## config.mk

```make
export PLATFORM = sky130hd
export DESIGN_NAME = zeroriscy_mem_arbiter
export DESIGN_NICKNAME = d
export VERILOG_FILES = /design/src/rtl/zeroriscy_mem_arbiter.sv
export SDC_FILE = /design/constraint.sdc
export NUM_CORES = 1
export LEC_CHECK = 0
export BUFFER_PORTS_ARGS = -buffer_cell sky130_fd_sc_hd__buf_4
export CORE_AREA = 2 2 122 124
export CTS_BUF_LIST = sky130_fd_sc_hd__clkbuf_4
export CTS_CLUSTER_DIAMETER = 200
export DETAILED_ROUTE_END_ITERATION = 7
export DIE_AREA = 0 0 124 126
export PLACE_DENSITY_LB_ADDON = 0.12
export SYNTH_ARGS = -nofsm -noshare
export SYNTH_HDL_FRONTEND = slang
export SYNTH_SLANG_ARGS = --single-unit
```

## constraint.sdc

```tcl
create_clock -name clk -period 3.7 [get_ports clk]
set_input_delay 0.37 -clock clk [delete_from_list [all_inputs] [get_ports clk]]
set_output_delay 0.37 -clock clk [all_outputs]
set_load 0.02 [all_outputs]
```

## src/rtl/zeroriscy_mem_arbiter.sv

```systemverilog
// rtl/zeroriscy_mem_arbiter.sv - two-master arbiter onto one SRAM req/gnt/rvalid port (option: MEM_ARB_RR_EN selects round-robin)
module zeroriscy_mem_arbiter #(
  parameter logic [10:0] WIN_TAG  = 11'h400,
  parameter int unsigned RESP_LAT = 1
) (
  input  logic        clk,
  input  logic        rst,
  input  logic        m0_req,
  input  logic        m0_we,
  input  logic [3:0]  m0_be,
  input  logic [31:0] m0_addr,
  input  logic [31:0] m0_wdata,
  output logic        m0_gnt,
  output logic        m0_rvalid,
  output logic [31:0] m0_rdata,
  output logic        m0_err,
  input  logic        m1_req,
  input  logic        m1_we,
  input  logic [3:0]  m1_be,
  input  logic [31:0] m1_addr,
  input  logic [31:0] m1_wdata,
  output logic        m1_gnt,
  output logic        m1_rvalid,
  output logic [31:0] m1_rdata,
  output logic        m1_err,
  output logic        s_req,
  output logic        s_we,
  output logic [3:0]  s_be,
  output logic [31:0] s_addr,
  output logic [31:0] s_wdata,
  input  logic        s_gnt,
  input  logic        s_rvalid,
  input  logic [31:0] s_rdata,
  input  logic        s_err
);

  // Only a one-cycle SRAM response is supported by the response tag.
  if (RESP_LAT != 1) begin : g_bad_lat
    $error("zeroriscy_mem_arbiter: only RESP_LAT == 1 is supported");
  end

  logic        lock_vld;
  logic        lock_own;
  logic        resp_vld;
  logic        resp_own;
  logic        resp_loc;
  logic        rst_q;
`ifdef MEM_ARB_RR_EN
  logic        rr_last;
`endif

  logic        sel;
  logic        sel_req;
  logic        sel_we;
  logic [3:0]  sel_be;
  logic [31:0] sel_addr;
  logic [31:0] sel_wdata;
  logic        hit;
  logic        grant;
  logic        rsp_fire;

  // Pick this cycle's master: a locked master keeps the port, otherwise the priority rule decides.
  always_comb begin
    sel = 1'b0;
    if (lock_vld) begin
      sel = lock_own;
    end else if (m0_req && m1_req) begin
`ifdef MEM_ARB_RR_EN
      sel = ~rr_last;
`else
      sel = 1'b0;
`endif
    end else if (m1_req) begin
      sel = 1'b1;
    end
  end

  assign sel_req   = sel ? m1_req   : m0_req;
  assign sel_we    = sel ? m1_we    : m0_we;
  assign sel_be    = sel ? m1_be    : m0_be;
  assign sel_addr  = sel ? m1_addr  : m0_addr;
  assign sel_wdata = sel ? m1_wdata : m0_wdata;

  // Out-of-window accesses are accepted locally and never reach the SRAM.
  assign hit   = (sel_addr[31:21] == WIN_TAG);
  assign grant = !rst && sel_req && (hit ? s_gnt : 1'b1);

  assign s_req   = !rst && sel_req && hit;
  assign s_we    = s_req && sel_we;
  assign s_be    = sel_be;
  assign s_addr  = sel_addr;
  assign s_wdata = sel_wdata;

  assign m0_gnt = grant && !sel;
  assign m1_gnt = grant && sel;

  // A local error answers unconditionally; an SRAM response needs s_rvalid.
  assign rsp_fire  = !rst && resp_vld && (resp_loc || s_rvalid);
  assign m0_rvalid = rsp_fire && !resp_own;
  assign m1_rvalid = rsp_fire && resp_own;
  assign m0_rdata  = (m0_rvalid && !resp_loc) ? s_rdata : 32'h0;
  assign m1_rdata  = (m1_rvalid && !resp_loc) ? s_rdata : 32'h0;
  assign m0_err    = m0_rvalid && (resp_loc || s_err);
  assign m1_err    = m1_rvalid && (resp_loc || s_err);

  // Lock a stalled master onto the port and tag each grant for response routing.
  always_ff @(posedge clk) begin
    if (rst) begin
      lock_vld <= 1'b0;
      lock_own <= 1'b0;
      resp_vld <= 1'b0;
      resp_own <= 1'b0;
      resp_loc <= 1'b0;
      rst_q    <= 1'b1;
    end else begin
      rst_q <= 1'b0;
      if (sel_req && hit && !s_gnt) begin
        lock_vld <= 1'b1;
        lock_own <= sel;
      end else if (grant) begin
        lock_vld <= 1'b0;
      end
      resp_vld <= grant;
      resp_own <= sel;
      resp_loc <= !hit;
    end
  end

`ifdef MEM_ARB_RR_EN
  // Remember the last granted master so simultaneous requests alternate.
  always_ff @(posedge clk) begin
    if (rst) begin
      rr_last <= 1'b1;
    end else if (grant) begin
      rr_last <= sel;
    end
  end
`endif

  // An SRAM response with no outstanding SRAM request is a protocol error (reset edges excused).
  always_ff @(posedge clk) begin
    if (!rst && !rst_q && s_rvalid) begin
      assert (resp_vld && !resp_loc);
    end
  end

endmodule

```

==> run summary, run 1 <==
- **routability cong.** 0.7510
- **setup clock skew after layout** 0.005692 ns
- **violation count after the first detailed-routing iteration** 30
- **Core Box Area** 0.01431 mm2
- **total of buffers placed on input and output ports** 316
- **Netlist cell types** 26
- **row cnt** 44
- **data arrival at the endpoint of the critical path** 2.14 ns
- **Syn Std Cell Area** 0.001625 mm2
- **ordered list of cells on the worst path** nor2_1 -> a22oi_2 -> buf_4 -> mux2_2 -> buf_4
- **number of nets in the synthesized netlist** 375
- **commonest non-fill, non-tap cells in the layout** buf_4, and2_1, mux2_2, mux2_1, nor2_1
- **fraction of layout cells with a size suffix above 1** 73.08%
- **Die Span Y** 126 um
- **total of fill cells in the finished design** 1,553
- **die area** 0.01562 mm2
- **die boundary width** 124 um
- **path type of the worst setup path** reg -> out
- **post-CTS clock slew at the launch and capture registers of the worst setup and hold paths** 0.05 ns
- **total CTS buffers** 3
- **DP Wirelength** 8537 um
- **switching portion of total power** 37.28%
- **number of global-route vias before repair** 2,729
- **max-slew violation total from the final report** 0
- **worst-path cell with the longest stage delay** a22oi_2
- **gr usage total** 10.89%
- **antenna violations before repair** 0
- **leading cell types by total area after synthesis** mux2_2, and2_1, mux2_1, dfxtp_1, nor2_1
- **clock share of power** 12.1%
- **Layout Cells excl Fill** 694
- **average wire per cell in the routed design** 13.67 um
- **register area** 100.1 um2
- **CP dominant cell by count** buf_4
- **Min-Delay Path Class** in -> reg
- **Yosys reg bits** 5
- **TritonCTS clock tree** yes
- **remaining design rule violation count** 0
- **count of clock tree sinks** 5
- **Combinational Power Share** 77.9%
- **area share of the leading cell type in the synthesized netlist** 30.48%
- **transition time at the pin with the least slew margin** 0.6205 ns
- **number of detailed-routing iterations run before antenna repair** 4
- **Resize count post-CTS** 0
- **timing-limited maximum frequency** 397.8 MHz
- **CP Launch Type** flip-flop
- **post-detailed-route via-to-cell ratio** 3.821
- **Worst Path Required** 3.33 ns
- **via total after detailed routing** 2,652
- **number of enable-type register cells in the synthesized netlist** 0
- **aggregate routed wire length** 9487 um
- **Max Root-Sink Buffers** 2
- **average instance area after synthesis** 8.209 um2
- **Post-synth ARST share** 0%
- **slew margin rel.** 58.64%
- **ports placed on the boundary** 317
- **internal power summed over all cells** 361.8 uW
- **Final Hold Slack** 0.3175 ns
- **final setup vio count** 0
- **maximum level of the CTS H-tree** 1
- **wire length of the first global-routing pass** 13,340 um
- **endpoint type of the worst setup path** primary output
- **synthesis warning total** 0
- **Final Instance Area** 0.004230 mm2
- **number of instances in the placed design** 689
- **global-route congestion overflow total** 0
- **Detail Route Antenna Nets** 0
- **maximum number of pins on one net before global-route repair** 42
- **net total in the final layout** 687
- **relative contribution of sequential cells to total power** 9.9%
- **switching power of the nets** 215.0 uW
- **DP Area** 0.004198 mm2
- **clock root cell** clkbuf_4
- **main flop type after synthesis** dfxtp_1
- **count of max-cap constraint violations** 0
- **leading cell type in the layout, fill and taps excluded** buf_4
- **most area-hungry cell type in the Yosys netlist** mux2_2
- **leak pwr** 0.002235 uW
- **area taken by multi-input logic gates** 0.001423 mm2
- **power density over cell area** 136.4 mW/mm2
- **hold buffer count at CTS** 0
- **unrepaired setup endpoints after global routing** false
- **Max IR drop VDD** 0.06958 mV
- **largest stage delay on the critical path** 0.51 ns
- **clock latency of the later-clocked register in the worst-skew pair** 0.24 ns
- **outcome** completed
- **worst-path maximum fanout** 16
- **Post-Syn Instances** 198
- **final worst-path cycle share** 67.94%
- **Hold Violations, Final** 0
- **Setup Total Neg Slack** 0 ns
- **initial standard-cell utilization of the core** 11.35%
- **post-synthesis to final-layout area growth** 160.3%
- **share of synthesized area occupied by flip-flops and latches** 6.159%
- **setup fix buffers added after clock tree synthesis** 0
- **minimum clock period after layout** 2.514 ns
==> Yosys cell counts (2+ instances only) <==
| cell | count |
|---|---|
| and2_1 | 64 |
| mux2_2 | 44 |
| mux2_1 | 25 |
| nor2_1 | 11 |
| clkbuf_1 | 6 |
| inv_1 | 6 |
| dfxtp_1 | 5 |
| a21oi_1 | 4 |
| buf_2 | 4 |
| and3_1 | 3 |
| nand3_1 | 3 |
| buf_4 | 2 |
| buf_6 | 2 |
| mux2i_1 | 2 |
| nand2_1 | 2 |
| nor3_1 | 2 |
| nor4_1 | 2 |
| nor4b_1 | 2 |
| o2111ai_1 | 2 |
==> sequential cells by signal, indices dropped and copies added (netlist names) <==
register	flops
resp_vld	1
lock_own	1
resp_loc	1
lock_vld	1
resp_own	1
==> critical path, delay by kind of cell, from the launching register on <==
kind | cells | cell delay [ns]
compound gates | 1 | 0.51
mux | 1 | 0.37
flops | 1 | 0.42
buf+inv | 2 | 0.51
simple gates | 1 | 0.09
==> routing by layer <==
metal / track usage (%) / vias to the layer above / wire [um]
li1: - / 1309 / -
met1: 8.999 / 1176 / 2803
met2: 24.73 / 165 / 5619
met3: 3.216 / 2 / 1028
met4: 0.5288 / 0 / 35
met5: 0 / - / 0
==> final timing paths <==
path                               start     endpoint  slack [ns]  depth (start not counted)
worst min register to register  lock_vld     lock_vld        0.55                          2
worst min-delay path                 rst     lock_own        0.32                          2
worst max-delay path            lock_vld  s_wdata[16]        1.19                          5
worst max register to register  lock_vld     resp_vld        1.74                          5
==> kinds of logic (layout without fill, tap and decap cells) <==
| logic type | count (synthesis) | in the layout | synth area share, % |
|---|---|---|---|
| and+or+nand+nor | 90 | 90 | 32.64 |
| muxes | 71 | 71 | 49.04 |
| AOI/OAI and AO/OA | 12 | 12 | 5.850 |
| DFF | 5 | 5 | 6.159 |
| buffers and inverters | 20 | 331 | 6.312 |
| other | 0 | 1 | 0 |
==> power groups by stage <==
| stage | Clock (uW) | Combinational, uW | Sequential, uW |
|---|---|---|---|
| 3_3_place_gp | 0 | 454 | 58.1 |
| 5_1_grt | 77.4 | 479 | 57.4 |
| 3_5_place_dp | 0 | 455 | 58.2 |
| 2_1_floorplan | 0 | 189 | 57.8 |
| 6_report | 69.9 | 450 | 57.3 |
| 4_1_cts | 73.0 | 457 | 57.3 |
==> stage by stage <==
| stage | power, uW | setup WS (ns) | util (%) |
|---|---|---|---|
| floorplan | 246.6 | 1.880 | - |
| global route | 613.5 | 1.009 | 29.54 |
| finish | 576.8 | 1.186 | 29.55 |
| detailed placement | 513.7 | 1.402 | 29.33 |
| CTS | 587.2 | 1.156 | 29.54 |
| global placement | 511.9 | 1.422 | 29.33 |
==> layout make-up <==
cell class                 count  share of cell area, %
clock buffer                   4                 0.7098
tap                          184                  5.442
timing repair buffer         321                  57.26
inverter                       6                 0.5324
sequential                     5                  2.366
antenna                        1                0.05915
multi-input combinational    173                  33.63
Note: power is estimated with default switching activity, not from simulation.
==> inputs of run 2 (changes only) <==
--- a/config.mk
+++ b/config.mk
@@ -5,6 +5,7 @@
 export SDC_FILE = /design/constraint.sdc
 export NUM_CORES = 1
 export LEC_CHECK = 0
+export ABC_AREA = 1
 export BUFFER_PORTS_ARGS = -buffer_cell sky130_fd_sc_hd__buf_4
 export CORE_AREA = 2 2 122 124
 export CTS_BUF_LIST = sky130_fd_sc_hd__clkbuf_4
==> constraint.sdc (replaced) <==
create_clock -name clk -period 2 [get_ports clk]
set_input_delay 0.2 -clock clk [delete_from_list [all_inputs] [get_ports clk]]
set_output_delay 0.2 -clock clk [all_outputs]
set_load 0.02 [all_outputs]
==> run summary, run 2 <==
- **outcome** finished, violations left
- **violations in the final reports** setup timing
- **count of max-cap constraint violations** 0
- **clock latency of the later-clocked register in the worst-skew pair** 0.24 ns
- **Min-Delay Path Class** in -> reg
- **most area-hungry cell type in the Yosys netlist** nand2_1
- **TritonCTS clock tree** yes
- **post-synthesis to final-layout area growth** 172.7%
- **fraction of layout cells with a size suffix above 1** 53.77%
- **number of enable-type register cells in the synthesized netlist** 0
- **violation count after the first detailed-routing iteration** 62
- **Post-Syn Instances** 393
- **Final Hold Slack** 0.1329 ns
- **setup clock skew after layout** 0.003146 ns
- **total power after layout** 1189 uW
- **Post-synth ARST share** 0%
- **net total in the final layout** 894
- **via total after detailed routing** 3,459
- **leading cell type in the layout, fill and taps excluded** buf_4
- **post-CTS clock slew at the launch and capture registers of the worst setup and hold paths** 0.04 ns
- **power density over cell area** 261.2 mW/mm2
- **Detail Route Antenna Nets** 0
- **DP Wirelength** 10,170 um
- **maximum level of the CTS H-tree** 1
- **commonest non-fill, non-tap cells in the layout** buf_4, nand2_1, nor2_1, inv_1, nand2_2
- **number of global-route vias before repair** 3,367
- **timing-limited maximum frequency** 487.3 MHz
- **antenna violations before repair** 0
- **Post-synth top cells** nand2_1, nor2_1, inv_1
- **Syn Std Cell Area** 0.001669 mm2
- **average wire per cell in the routed design** 12.86 um
- **number of nets in the synthesized netlist** 570
- **routability cong.** 0.7838
- **DP Area** 0.004308 mm2
- **number of instances in the placed design** 889
- **maximum number of pins on one net before global-route repair** 36
- **count of clock tree sinks** 5
- **path type of the worst setup path** reg -> out
- **worst-path maximum fanout** 14
- **number of detailed-routing iterations run before antenna repair** 4
- **main flop type after synthesis** dfxtp_1
- **clock root cell** clkbuf_4
- **Core Box Area** 0.01431 mm2
- **wire length of the first global-routing pass** 16,620 um
- **remaining design rule violation count** 0
- **total inserted antenna cells** 0
- **slack of the critical path** -0.05228 ns
- **leading cell types by total area after synthesis** nand2_1, nor2_1, inv_1, dfxtp_1, clkbuf_1
- **share of synthesized area occupied by flip-flops and latches** 5.997%
- **synthesis warning total** 0
- **most frequently used cell type in the post-synthesis netlist** nand2_1
- **aggregate routed wire length** 11,570 um
- **global-route congestion overflow total** 0
- **Max IR drop VDD** 0.1068 mV
- **max-slew violation total from the final report** 0
- **endpoint type of the worst setup path** primary output
- **slew margin rel.** 75.76%
- **Yosys reg bits** 5
- **Layout Cells excl Fill** 900
- **die area** 0.01562 mm2
- **unrepaired setup endpoints after global routing** true
- **Hold Violations, Final** 0
- **Worst Path Required** 1.80 ns
- **minimum clock period after layout** 2.052 ns
- **total of buffers placed on input and output ports** 316
- **average instance area after synthesis** 4.247 um2
- **total CTS buffers** 3
- **data arrival at the endpoint of the critical path** 1.85 ns
- **final worst-path cycle share** 102.6%
- **area share of the leading cell type in the synthesized netlist** 45.65%
- **ports placed on the boundary** 317
- **transition time at the pin with the least slew margin** 0.3635 ns
- **Die Span Y** 126 um
- **initial standard-cell utilization of the core** 11.66%
- **leak pwr** 0.002904 uW
- **row cnt** 44
- **Netlist cell types** 19
- **post-detailed-route via-to-cell ratio** 3.843
- **Final Instance Area** 0.004552 mm2
- **die boundary width** 124 um
- **Max Root-Sink Buffers** 2
- **final setup vio count** 4
- **CP Launch Type** flip-flop
- **gr usage total** 13.59%
==> run 2: cell types whose count changed after synthesis, sizes merged, moves of 5 or more <==
cell and delta:
buf -7, nand2 +209, nor2 +67, mux2 -69, nand3 +5, clkbuf +12, and2 -64, inv +54
==> run 2: layout make-up <==
cell class | count | area, um2
Fill cell | 1638 | 9762
Timing Repair Buffer | 337 | 2549
Multi-Input combinational cell | 310 | 1411
Tap cell | 184 | 230.2
Inverter | 60 | 227.7
Sequential cell | 5 | 103.9
Clock buffer | 4 | 30.03
==> run 2: where the power goes <==
| group | switching (uW) | internal, uW | leakage (uW) |
|---|---|---|---|
| clock network | 43.0 | 89.0 | 0.0000184 |
| logic | 475 | 478 | 0.00284 |
| registers | 2.14 | 102 | 0.0000419 |
| total | 520 | 669 | 0.00290 |
==> run 2: metrics by stage <==
step	TNS (ns)	worst slack [ns]	util [%]
global route	-0.7097	-0.1872	31.80
global placement	0	0.06521	30.10
CTS	-0.2078	-0.07660	31.29
floorplan	0	0.2105	-
finish	-0.07527	-0.05228	31.80
detailed placement	0	0.01923	30.10
==> run 2: final timing paths <==
| kind | startpoint | to | slack, ns | cells after the start |
|---|---|---|---|---|
| setup / recovery | lock_vld | s_we | -0.05 | 11 |
| hold / removal | rst | lock_vld | 0.13 | 2 |
| setup reg to reg | lock_vld | lock_own | 0.42 | 12 |
| hold reg to reg | lock_vld | lock_vld | 0.53 | 2 |
==> run 2: cell families (layout without fill, tap and decap cells) <==
family / Yosys count / in the layout / share of synthesized area, %
AND/OR/NAND/NOR: 300 / 301 / 71.96
AO/OA/AOI/OAI: 9 / 9 / 3.822
buffers and inverters: 79 / 401 / 18.22
flip-flops: 5 / 5 / 5.997
==> run 2: metal layers <==
layer / wire [um] / vias to the layer above / global-route usage, %
li1: - / 1772 / -
met1: 3528 / 1491 / 12.02
met2: 6432 / 191 / 28.54
met3: 1563 / 5 / 5.344
met4: 45 / 0 / 1.586
met5: 0 / - / 0
==> run 2: timing repair <==
action,CTS,global route
setup buffers,4,2
cloned,1,0
setup endpoints to repair,4,35
pin swaps,8,2
hold buffers,0,0
resized for setup,32,14
==> run 2: worst max-delay path: stages, from the launching register on <==
cell and delay, ns:
dfxtp_4 0.38, nor2_4 0.04, nand2_4 0.12, nand2_8 0.08, buf_6 0.16, nand2_2 0.06
nand2_2 0.07, nor2_4 0.11, nand4_4 0.12, buf_6 0.14, a211oi_2 0.13, buf_4 0.18
==> inputs of run 3 (changes only) <==
--- a/config.mk
+++ b/config.mk
@@ -12,7 +12,8 @@
 export CTS_CLUSTER_DIAMETER = 200
 export DETAILED_ROUTE_END_ITERATION = 7
 export DIE_AREA = 0 0 124 126
-export PLACE_DENSITY_LB_ADDON = 0.12
+export PLACE_DENSITY_LB_ADDON = 0.3
+export SKIP_CTS_REPAIR_TIMING = 1
 export SYNTH_ARGS = -nofsm -noshare
 export SYNTH_HDL_FRONTEND = slang
 export SYNTH_SLANG_ARGS = --single-unit
==> run summary, run 3 (synthesized netlist as in run 2, its figures left out) <==
- **outcome** finished, violations left
- **violations in the final reports** setup timing
- **row cnt** 44
- **slack of the critical path** -0.07525 ns
- **unrepaired setup endpoints after global routing** true
- **violation count after the first detailed-routing iteration** 81
- **Combinational Power Share** 80.7%
- **final worst-path cycle share** 103.8%
- **crit path capture** m0_gnt
- **leading cell type in the layout, fill and taps excluded** buf_4
- **Setup Total Neg Slack** -0.1372 ns
- **slew margin rel.** 78.28%
- **relative contribution of sequential cells to total power** 8.6%
- **post-CTS clock slew at the launch and capture registers of the worst setup and hold paths** 0.04 ns
- **switching power of the nets** 514.8 uW
- **die boundary width** 124 um
- **via total after detailed routing** 3,413
- **DP Area** 0.004380 mm2
- **max-slew violation total from the final report** 0
- **wire length of the first global-routing pass** 14,810 um
- **maximum level of the CTS H-tree** 1
- **count of max-cap constraint violations** 0
- **net total in the final layout** 903
- **gr usage total** 11.81%
- **average wire per cell in the routed design** 11.99 um
- **data arrival at the endpoint of the critical path** 1.88 ns
- **Final Hold Slack** 0.1445 ns
- **worst-case reg-to-reg path depth** 13
- **Core Box Area** 0.01431 mm2
- **Min-Delay Path Class** in -> reg
- **aggregate routed wire length** 10,900 um
- **setup clock skew after layout** 0.002754 ns
- **Die Span Y** 126 um
- **count of clock tree sinks** 5
- **post-detailed-route via-to-cell ratio** 3.755
- **routability cong.** 0.7700
- **power density over cell area** 260.8 mW/mm2
- **leak pwr** 0.002966 uW
- **clock share of power** 10.7%
- **minimum clock period after layout** 2.075 ns
- **number of global-route vias before repair** 3,081
- **Worst Path Required** 1.80 ns
- **transition time at the pin with the least slew margin** 0.3259 ns
- **path type of the worst setup path** reg -> out
- **commonest non-fill, non-tap cells in the layout** buf_4, nand2_1, nor2_1, inv_1, nand2_2
- **GR Util met3** 3.080%
- **switching portion of total power** 42.67%
- **total inserted antenna cells** 0
- **initial standard-cell utilization of the core** 11.66%
- **internal power summed over all cells** 691.7 uW
- **clock latency of the later-clocked register in the worst-skew pair** 0.24 ns
- **clock root cell** clkbuf_4
- **worst flop-to-flop path endpoint** lock_own
- **total CTS buffers** 3
- **Max Root-Sink Buffers** 2
- **maximum number of pins on one net before global-route repair** 60
- **Hold Violations, Final** 0
- **fraction of layout cells with a size suffix above 1** 53.79%
- **Global Route met2 Usage** 23.82%
- **global-route congestion overflow total** 0
- **remaining design rule violation count** 0
- **ports placed on the boundary** 317
- **CP Launch Type** flip-flop
- **setup slack, reg-to-reg** 0.38 ns
- **TritonCTS clock tree** yes
- **Final Instance Area** 0.004626 mm2
- **Detail Route Antenna Nets** 0
- **endpoint type of the worst setup path** primary output
- **timing-limited maximum frequency** 481.9 MHz
- **antenna violations before repair** 0
- **launch point of the critical path** lock_vld
- **grt met1 use** 12.07%
- **total of fill cells in the finished design** 1,655
- **post-synthesis to final-layout area growth** 177.1%
- **total of buffers placed on input and output ports** 316
- **final setup vio count** 2
- **die area** 0.01562 mm2
- **total power after layout** 1207 uW
- **reg2reg start** lock_vld
- **number of detailed-routing iterations run before antenna repair** 4
- **worst-path maximum fanout** 6
- **Max IR drop VDD** 0.1285 mV
- **Most Crowded Layer GR** met2
- **DP Wirelength** 8826 um
## run 3: changes by cell type in the layout (fill, tap and decap cells not counted), sizes merged
cell / previous run / this run
buf: 337 / 344
clkbuf: 4 / 6
## run 3: power by group through the flow
stage                     clock (uW)  combinational [uW]  sequential (uW)
final                            129                 973              104
after global routing             144                1050              104
after CTS                        135                 932              105
after detailed placement           0                 929              107
after global placement             0                 929              107
after floorplan                    0                 378              106
## run 3: critical path, stage by stage, from the launching register on
cell and delay, ns:
dfxtp_4 0.36, buf_4 0.14, inv_2 0.06, nand2_4 0.06, nand2_4 0.11, nand2_2 0.07
nand2_2 0.08, nand2_2 0.06, nor2_4 0.13, nand4_4 0.15, o21ai_2 0.19, nor2_1 0.07
buf_4 0.16
## run 3: stage by stage
stage	setup WS (ns)	cells	util, %
finish	-0.07525	909	32.32
global route	-0.1798	909	32.32
CTS	-0.3150	901	30.81
detailed placement	-0.04462	897	30.60
global placement	-0.006498	897	30.60
floorplan	0.2105	393	-
## run 3: how the worst min path moves through the flow
stage,from,end,slack [ns],depth (start not counted)
floorplan,rst,lock_vld,0.27,1
global placement,rst,resp_own,0.41,2
detailed placement,rst,lock_vld,0.41,2
CTS,rst,lock_vld,0.15,2
global route,rst,lock_vld,0.14,2
finish,rst,lock_vld,0.14,2
## run 3: layer usage
metal / routed length (um) / up-vias
li1: - / 1791
met1: 3906 / 1429
met2: 5717 / 185
met3: 1187 / 8
met4: 85 / 0
met5: 0 / -
## run 3: area by class of cell
class                           count  area, um2  share of cell area, %
Clock buffer                        4      30.03                 0.6492
Inverter                           60      225.2                  4.869
Multi-Input combinational cell    310       1376                  29.75
Sequential cell                     5      103.9                  2.245
Tap cell                          184      230.2                  4.977
Timing Repair Buffer              346       2660                  57.51
